## config.mk

```make
export PLATFORM = sky130hd
export DESIGN_NAME = icache
export DESIGN_NICKNAME = d
export VERILOG_FILES = /design/src/rtl/icache_pkg.sv /design/src/rtl/icache_store.sv /design/src/rtl/icache.sv
export SDC_FILE = /design/constraint.sdc
export NUM_CORES = 2
export LEC_CHECK = 0
export ABC_CLOCK_PERIOD_IN_PS = 7300
export CAP_MARGIN = 30
export CORE_MARGIN = 4
export CORE_UTILIZATION = 55
export DETAILED_ROUTE_END_ITERATION = 10
export DONT_BUFFER_PORTS = 1
export HOLD_SLACK_MARGIN = 0.05
export PLACE_DENSITY = 0.7
export SKIP_LAST_GASP = 1
export SYNTH_ARGS = -nofsm -noshare
export SYNTH_HDL_FRONTEND = slang
export SYNTH_SLANG_ARGS = --single-unit
```

## constraint.sdc

```tcl
create_clock -name clk -period 7.3 [get_ports clk]
set_input_delay 1.095 -clock clk [delete_from_list [all_inputs] [get_ports clk]]
set_output_delay 1.095 -clock clk [all_outputs]
set_load 0.02 [all_outputs]
```

## src/rtl/icache_pkg.sv

```systemverilog
`default_nettype none
// ============================================================================
// Module      : icache_pkg
// Description : Shared definitions for the instruction cache and its bench.
//               Line geometry (4 x 32-bit words, 16 bytes), offset and
//               word-select widths, FSM state encodings and a helper that
//               forms the line-aligned base of a byte address.
// Revision    : 1.0 - initial release
// ============================================================================
package icache_pkg;

    localparam int c_addr_bits      = 32;
    localparam int c_data_bits      = 32;
    localparam int c_words_per_line = 4;
    localparam int c_word_sel_bits  = 2;
    localparam int c_offset_bits    = 4;

    // Two-state controller: lookup / line refill.
    localparam logic [0:0] c_st_idle   = 1'b0;
    localparam logic [0:0] c_st_refill = 1'b1;

    // Line-aligned base address: byte offset bits forced to zero.
    function automatic logic [c_addr_bits-1:0] line_base(input logic [c_addr_bits-1:0] addr);
        return {addr[c_addr_bits-1:c_offset_bits], {c_offset_bits{1'b0}}};
    endfunction

endpackage
`default_nettype wire

```

## src/rtl/icache_store.sv

```systemverilog
`default_nettype none
// ============================================================================
// Module      : icache_store
// Description : Valid / tag / data storage for the direct-mapped icache.
//               Combinational read port, synchronous write port, valid bits
//               cleared asynchronously by reset and synchronously by flush.
//               Tag and data arrays carry no reset.
// Ports       : clk, reset          - clock, asynchronous active-low reset
//               i_rd_index/i_rd_word - lookup address
//               o_rd_valid/o_rd_tag/o_rd_data - lookup result
//               i_wr_en/i_wr_index/i_wr_word/i_wr_data - refill word write
//               i_fill_done/i_fill_tag - tag write at i_wr_index
//               i_set_valid          - mark line i_wr_index valid
//               i_clear_all          - invalidate every line
// Revision    : 1.0 - initial release
// ============================================================================
module icache_store
    import icache_pkg::*;
#(
    parameter int INDEX_BITS = 4,
    parameter int TAG_BITS   = c_addr_bits - INDEX_BITS - c_offset_bits
) (
    input  logic                       clk,
    input  logic                       reset,
    input  logic [INDEX_BITS-1:0]      i_rd_index,
    input  logic [c_word_sel_bits-1:0] i_rd_word,
    output logic                       o_rd_valid,
    output logic [TAG_BITS-1:0]        o_rd_tag,
    output logic [c_data_bits-1:0]     o_rd_data,
    input  logic                       i_wr_en,
    input  logic [INDEX_BITS-1:0]      i_wr_index,
    input  logic [c_word_sel_bits-1:0] i_wr_word,
    input  logic [c_data_bits-1:0]     i_wr_data,
    input  logic                       i_fill_done,
    input  logic [TAG_BITS-1:0]        i_fill_tag,
    input  logic                       i_set_valid,
    input  logic                       i_clear_all
);

    localparam int c_lines = 1 << INDEX_BITS;
    localparam int c_words = 1 << (INDEX_BITS + c_word_sel_bits);

    logic [c_lines-1:0]     r_valid;
    logic [TAG_BITS-1:0]    r_tag  [0:c_lines-1];
    logic [c_data_bits-1:0] r_data [0:c_words-1];

    assign o_rd_valid = r_valid[i_rd_index];
    assign o_rd_tag   = r_tag[i_rd_index];
    assign o_rd_data  = r_data[{i_rd_index, i_rd_word}];

    // Flush wins over a same-edge set so a flushed fill never turns valid.
    always_ff @(posedge clk or negedge reset) begin
        if (!reset) begin
            r_valid <= '0;
        end else if (i_clear_all) begin
            r_valid <= '0;
        end else if (i_set_valid) begin
            r_valid[i_wr_index] <= 1'b1;
        end
    end

    always_ff @(posedge clk) begin
        if (i_wr_en) begin
            r_data[{i_wr_index, i_wr_word}] <= i_wr_data;
        end
        if (i_fill_done) begin
            r_tag[i_wr_index] <= i_fill_tag;
        end
    end

endmodule
`default_nettype wire

```

## src/rtl/icache.sv

```systemverilog
`default_nettype none
// ============================================================================
// Module      : icache
// Description : Direct-mapped blocking instruction cache, 2^INDEX_BITS lines
//               of 4 x 32-bit words. Hits return data combinationally; a
//               miss stalls the fetch stage and refills the whole line from
//               memory (4 in-order beats) before the lookup is retried.
// Ports       : clk        - clock (rising edge)
//               reset      - asynchronous active-low reset
//               cpu_req    - fetch request valid
//               cpu_addr   - fetch byte address (bits [1:0] ignored)
//               flush      - invalidate all lines (one-cycle pulse)
//               cpu_rdata  - fetched instruction, 0 unless a hit
//               cpu_stall  - fetch not satisfied this cycle
//               mem_req    - one-cycle pulse starting a line refill
//               mem_addr   - line-aligned refill address, held during refill
//               mem_rvalid - refill beat valid
//               mem_rdata  - refill beat data, words 0..3 in order
// Revision    : 1.0 - initial release
// ============================================================================
module icache
    import icache_pkg::*;
#(
    parameter int INDEX_BITS = 4
) (
    input  logic                   clk,
    input  logic                   reset,
    input  logic                   cpu_req,
    input  logic [c_addr_bits-1:0] cpu_addr,
    input  logic                   flush,
    output logic [c_data_bits-1:0] cpu_rdata,
    output logic                   cpu_stall,
    output logic                   mem_req,
    output logic [c_addr_bits-1:0] mem_addr,
    input  logic                   mem_rvalid,
    input  logic [c_data_bits-1:0] mem_rdata
);

    localparam int c_tag_bits = c_addr_bits - INDEX_BITS - c_offset_bits;

    logic [0:0]                 r_state;
    logic [0:0]                 w_next_state;
    logic [c_word_sel_bits-1:0] r_beat_cnt;
    logic                       r_mem_req;
    logic [c_addr_bits-1:0]     r_mem_addr;
    logic                       r_flush_pend;

    logic                       w_start_refill;
    logic                       w_beat_wr;
    logic                       w_fill_last;
    logic                       w_set_valid;
    logic                       w_hit;

    logic [INDEX_BITS-1:0]      w_lookup_index;
    logic [c_word_sel_bits-1:0] w_lookup_word;
    logic [c_tag_bits-1:0]      w_lookup_tag;
    logic [INDEX_BITS-1:0]      w_fill_index;
    logic [c_tag_bits-1:0]      w_fill_tag;

    logic                       w_rd_valid;
    logic [c_tag_bits-1:0]      w_rd_tag;
    logic [c_data_bits-1:0]     w_rd_data;

    // Byte-within-word bits play no part in an instruction fetch.
    logic                       w_unused_addr_bits;
    assign w_unused_addr_bits = ^cpu_addr[1:0];

    assign w_lookup_index = cpu_addr[INDEX_BITS+c_offset_bits-1:c_offset_bits];
    assign w_lookup_word  = cpu_addr[c_offset_bits-1:2];
    assign w_lookup_tag   = cpu_addr[c_addr_bits-1:INDEX_BITS+c_offset_bits];

    // Refill target comes from the latched miss address, so cpu_addr may
    // wander while the line is being fetched.
    assign w_fill_index   = r_mem_addr[INDEX_BITS+c_offset_bits-1:c_offset_bits];
    assign w_fill_tag     = r_mem_addr[c_addr_bits-1:INDEX_BITS+c_offset_bits];

    assign w_hit = w_rd_valid && (w_rd_tag == w_lookup_tag);

    // A line whose refill saw a flush (earlier or on the final beat) keeps
    // its data but is never marked valid.
    assign w_set_valid = w_fill_last && !r_flush_pend && !flush;

    assign mem_req  = r_mem_req;
    assign mem_addr = r_mem_addr;

    // ---------------- FSM: state register ----------------
    always_ff @(posedge clk or negedge reset) begin
        if (!reset) begin
            r_state <= c_st_idle;
        end else begin
            r_state <= w_next_state;
        end
    end

    // ---------------- FSM: next state ----------------
    always_comb begin
        w_next_state = r_state;
        case (r_state)
            c_st_idle: begin
                if (cpu_req && !w_hit) begin
                    w_next_state = c_st_refill;
                end
            end
            c_st_refill: begin
                if (mem_rvalid && (r_beat_cnt == 2'd3)) begin
                    w_next_state = c_st_idle;
                end
            end
            default: w_next_state = c_st_idle;
        endcase
    end

    // ---------------- FSM: outputs ----------------
    always_comb begin
        cpu_stall      = 1'b0;
        cpu_rdata      = '0;
        w_start_refill = 1'b0;
        w_beat_wr      = 1'b0;
        w_fill_last    = 1'b0;
        case (r_state)
            c_st_idle: begin
                if (cpu_req) begin
                    if (w_hit) begin
                        cpu_rdata = w_rd_data;
                    end else begin
                        cpu_stall      = 1'b1;
                        w_start_refill = 1'b1;
                    end
                end
            end
            c_st_refill: begin
                cpu_stall   = 1'b1;
                w_beat_wr   = mem_rvalid;
                w_fill_last = mem_rvalid && (r_beat_cnt == 2'd3);
            end
            default: begin
                cpu_stall = 1'b1;
            end
        endcase
    end

    // ---------------- Refill datapath ----------------
    always_ff @(posedge clk or negedge reset) begin
        if (!reset) begin
            r_beat_cnt   <= '0;
            r_mem_req    <= 1'b0;
            r_mem_addr   <= '0;
            r_flush_pend <= 1'b0;
        end else begin
            r_mem_req <= w_start_refill;
            if (w_start_refill) begin
                r_mem_addr <= line_base(cpu_addr);
            end
            if (w_fill_last) begin
                r_beat_cnt <= '0;
            end else if (w_beat_wr) begin
                r_beat_cnt <= r_beat_cnt + 2'd1;
            end
            if (w_fill_last) begin
                r_flush_pend <= 1'b0;
            end else if (flush && (r_state == c_st_refill)) begin
                r_flush_pend <= 1'b1;
            end
        end
    end

    icache_store #(
        .INDEX_BITS (INDEX_BITS),
        .TAG_BITS   (c_tag_bits)
    ) u_store (
        .clk         (clk),
        .reset       (reset),
        .i_rd_index  (w_lookup_index),
        .i_rd_word   (w_lookup_word),
        .o_rd_valid  (w_rd_valid),
        .o_rd_tag    (w_rd_tag),
        .o_rd_data   (w_rd_data),
        .i_wr_en     (w_beat_wr),
        .i_wr_index  (w_fill_index),
        .i_wr_word   (r_beat_cnt),
        .i_wr_data   (mem_rdata),
        .i_fill_done (w_fill_last),
        .i_fill_tag  (w_fill_tag),
        .i_set_valid (w_set_valid),
        .i_clear_all (flush)
    );

endmodule
`default_nettype wire
```

# Yosys cells after proc, flatten, opt, wreduce, memory -nomap -nowiden
# Memory sizes are Yosys's and may differ from the RTL's.
# Cells that the tools add are included.
op_classes:
  n_lt_le_gt_ge: 3
  muxes: 26
  eq_ne: 2
  add_sub_neg: 1
  reduce_logical: 13
  bitwise_logic: 2
op_table:
  columns: ["op", "n"]
  rows:
  - ["2-to-1 mux 32 bit", 3]
  - ["2-to-1 mux 16 bit", 2]
  - ["equality test 24 bit", 1]
  - ["bitwise OR 16 bit", 1]
  - ["2-to-1 mux 1 bit", 15]
  - ["less-than comparator 4 x 5 -> 1 bit (second input constant)", 2]
  - ["logical AND 1 bit", 7]
  - ["nonzero test 2 bit", 3]
  - ["binary-select mux 1 bit (select 4 bit)", 1]
  - ["demux 1 bit (select 4 bit)", 1]
  - [">= comparator 4 x 1 -> 1 bit (second input constant)", 1]
  - ["2-to-1 mux 2 bit", 2]
  - ["case mux 1 bit (2 select lines)", 2]
  - ["zero test 1 bit", 3]
  - ["adder 2 x 1 -> 2 bit (second input constant)", 1]
  - ["equality test 2 bit (second input constant)", 1]
  - ["NOT 1 bit", 1]
word_totals:
  out_inout_bits: 66
  word_cells: 55
  input_bits: 69
  regBits: 49
  ram_bits: 2432
  mem_count: 2
mem_list:
  columns: ["name", "words", "width", "read_ports", "rd_ports_with_merged_regs", "write_ports", "line", "rtl"]
  rows:
  - ["u_store.r_data", 64, 32, 1, 0, 1, "icache_store.sv:45", "logic [c_data_bits-1:0] r_data [0:c_words-1];"]
  - ["u_store.r_tag", 16, 24, 1, 0, 1, "icache_store.sv:44", "logic [TAG_BITS-1:0] r_tag [0:c_lines-1];"]

# Logic depth before layout (Yosys ltp)
depth:
  depth_word: 7
  depth_mapped: 13

# By module
# Synthesis repeated with hierarchy kept, for this count alone.
hier_totals:
  cells_unflattened: 4152
  area_unflattened_um2: 94858.5
modules_own_cells:
  columns: ["mod", "instances", "cells_per_inst", "area_each_um2"]
  rows:
  - ["icache_store", 1, 3896, 92647.6]
  - ["icache", 1, 256, 2210.9]

# Worst setup path before layout
# Ideal clock, no wire load.
synth_path:
  path_kind: "input -> output"
  startpoint: "input cpu_addr[2]"
  endpoint: "output cpu_rdata[0]"
  cell_stages: 7
  n_path_buf: 3
  slack_ps: 2355
  t_arrival_ps: 3850
  required_ps: 6205
  cell_sequence: "clkbuf_1 > clkbuf_1 > clkbuf_1 > mux4_2 > mux4_2 > mux4_2 > nor2b_1"
synth_via:
  elab_chain_len: 4
synth_lines:
  columns: ["item", "line", "rtl"]
  rows:
  - ["from (decl)", "icache.sv:29", "input logic [c_addr_bits-1:0] cpu_addr,"]
  - ["memory (64 x 32 bit)", null, null]
  - ["2-to-1 mux 32 bit", "icache.sv:123", "if (w_hit) begin"]
  - ["2-to-1 mux 32 bit", "icache.sv:122", "if (cpu_req) begin"]
  - ["2-to-1 mux 32 bit", "icache.sv:120", "case (r_state)"]
  - ["to (decl)", "icache.sv:31", "output logic [c_data_bits-1:0] cpu_rdata,"]
# Every way passes these cells.

# Final worst setup path
layout_path:
  startpoint: "input cpu_addr[2]"
  endpoint: "output cpu_rdata[28]"
# Same word-level chain as after synthesis.

==> summary.txt <==
Cell row count: 152
Largest cells by area after synthesis: edfxtp_1, mux4_2, dfrtp_1, mux2i_1, clkbuf_1
WHS: 304 ps
Switching pwr: 6.68 mW
Dpl hpwl: 109000 um
CTS tree: done
Worst skew pair latency: 850 ps
Yosys top cell by area: edfxtp_1
Sequential area share after synthesis: 78.1%
Min Tclk post-route: 6860 ps
Yosys top cell area share: 76.8%
Max-Cap Viols: 0
Worst slew margin: -78.0%
# setup viols final: 0
Critical path, cell by cell: buf_16 > buf_16 > buf_16 > clkbuf_16 > mux4_2 > mux4_2 > mux4_2 > nor2b_1
H-tree levels: 4
Clock Power Share: 38.2%
Drt drc: 0
Layout fillers: 11200
# clock sinks: 2481
Max Clock Freq: 146 MHz
Hold Path Class: input port to flop
LEAKAGE: 32.7 nW
Failing checks: slew limit
Synthesized area: 95100 um2
Core Region: 172000 um2
Max rail drop VDD: 0.232 mV
Root Driver: clkbuf_16
Commonest non-fill, non-tap cell in the layout: edfxtp_1
Grt total ovfl: 0
WL final: 218000 um
All-Layer GR Usage: 24.6%
Critical path class: input port to output pin
Worst-margin pin slew: 2670 ps
Combinational cell fraction of total power: 6.3%
Post-route clock period utilization: 94.0%
Worst setup SP type: input port
Final #Nets: 4085
Synth warnings: 0
CP Capture Type: output pin
Syn avg cell area: 24.5 um2
Pwr dens: 288 nW/um2
TNS Setup: 0 ps
WP data arrival: 5770 ps
Die height: 424 um
Initial Utilization: 55.4%
Seq pwr share: 55.5%
Crit-path max FO: 121
GP Congestion: 0.753
Initial antenna violation count: 10
Syn Inst Count: 3883
Number of global-route vias before repair: 43200
ANT nets after route: 0
Total iterations of the first detailed-routing run: 5
Pins Over Slew Limit: 377
Largest net degree at the start of global routing: 513
Main synth FF type: edfxtp_1
Reg area: 74300 um2
Worst path bufs/invs: 4
Area of the multi-input gates: 20600 um2
Commonest cells after routing, fill and taps aside: edfxtp_1, mux4_2, clkbuf_16
Top delay family on crit path: buffers and inverters
Sw Share: 21.8%
Data required, critical path: 6200 ps
Vias per cell: 6.55
CP max stage cell: buf_16
Number of flops mapped to enable cells by yosys: 2432
Yosys reg bits: 2481
Status: finished, violations left
Via Count: 42700
Share of cells above drive strength 1: 30.8%
Die X: 424 um
Share of synthesized registers carrying an async set or reset: 1.98%
# IOs: 135
Final hold vios: 0
DRC violation total after the first TritonRoute iteration: 5173
Distinct cells, synth: 55
I/O Buffers: 0
Largest stage delay, worst path: 700 ps
Worst Skew: 42.0 ps
Die area: 180000 um2
First-pass GRT wire length: 315000 um
Max Root-Sink Buffers: 3
Area growth from synthesis to layout: 11.7%
RSZ-0062 raised after global routing: no
Post-CTS sizing: 0
Internal power: 24.0 mW
Worst-path clk slew: 60 ps
WL/cell: 33.4 um
CTS buffer count: 232
-- through the flow --
step	worst slack, ps	instance area (um2)	util [%]	std cells	total power, mW
5_1_grt	91.4	106000	61.9	6522	31.6
3_5_place_dp	1940	98600	57.4	6079	19.1
2_1_floorplan	2360	95100	-	3886	18.4
6_report	437	106000	61.9	6523	30.6
3_3_place_gp	1890	98300	57.2	6065	19.0
4_1_cts	1820	106000	61.7	6512	30.7
-- flip-flops by register name, summed over array words and instances (netlist names) --
signal / flops
mem_addr: 28
mem_req: 1
r_beat_cnt: 2
r_flush_pend: 1
r_state: 1
u_store.r_data: 2048
u_store.r_tag: 384
u_store.r_valid: 16
-- worst paths after layout --
check | startpoint | to | slack (ps) | depth (start not counted)
worst max register to register | mem_addr[4] | u_store.r_data[49][27] | 3540 | 5
min in group asynchronous | reset | mem_addr[23] | 740 | 2
worst max-delay path | cpu_addr[2] | cpu_rdata[28] | 440 | 8
worst min-delay path | flush | u_store.r_valid[9] | 300 | 1
max in group asynchronous | reset | u_store.r_valid[14] | 6260 | 2
worst min register to register | u_store.r_valid[14] | u_store.r_valid[14] | 500 | 2
-- synthesized netlist by cell type, types with 8 or more instances --
library cell,number
a21oi_1,18
a221oi_1,9
a22o_1,9
a22oi_1,16
buf_1,25
buf_2,24
buf_4,17
clkbuf_1,134
dfrtp_1,49
edfxtp_1,2432
mux2_2,19
mux2_4,28
mux2i_1,70
mux4_2,739
nand2_1,18
nand3_1,13
nor2_1,109
nor2b_1,43
nor3_1,8
xnor2_1,20
-- power by group through the flow --
stage / clock network, mW / registers [mW] / logic (mW)
finish: 11.7 / 17.0 / 1.93
global route: 12.5 / 17.1 / 1.99
CTS: 11.9 / 17.0 / 1.79
detailed placement: 0 / 17.3 / 1.77
global placement: 0 / 17.2 / 1.73
floorplan: 0 / 17.1 / 1.29
-- routing by layer --
layer	share of wire, %	track usage [%]
met1	39	35.3
met2	50	39.9
met3	8.1	4.03
met4	2.6	6.81
met5	0.0037	0
-- timing repair --
| item | CTS | global route |
|---|---|---|
| hold buffers | 2 | 0 |
| setup endpoints to repair | 0 | 17 |
| endpoints found under the hold margin | 49 | 0 |
| buffers inserted | 0 | 0 |
-- final cells by class --
class                      instances  area share (%)
sequential                      2481            69.9
multi-input combinational       1197            19.4
clock buffer                     292            5.80
tap                             2310            2.72
clock inverter                   139            1.14
timing repair buffer             101            1.06
inverter                           2         0.00825
antenna                            1         0.00236
-- worst reg2reg max path, cell delays in order (launching register included) --
cell and delay [ps]:
dfrtp_1 550, nor2b_1 390, nor2b_1 230, nand3_1 710, nor2_4 860, buf_4 600
-- kinds of logic (layout without fill, tap and decap cells) --
logic type      Yosys count  after routing  synth area share (%)
compound gates           94             94                 0.716
xor+xnor                 26             26                 0.239
fa+ha+maj                 1              1                0.0132
buf+inv                 208            534                 0.967
flops                  2481           2481                  78.1
mux                     856            856                  18.9
other cells               1              5               0.00394
simple gates            216            216                  1.09
No activity file was read; power rests on OpenSTA's default activity.
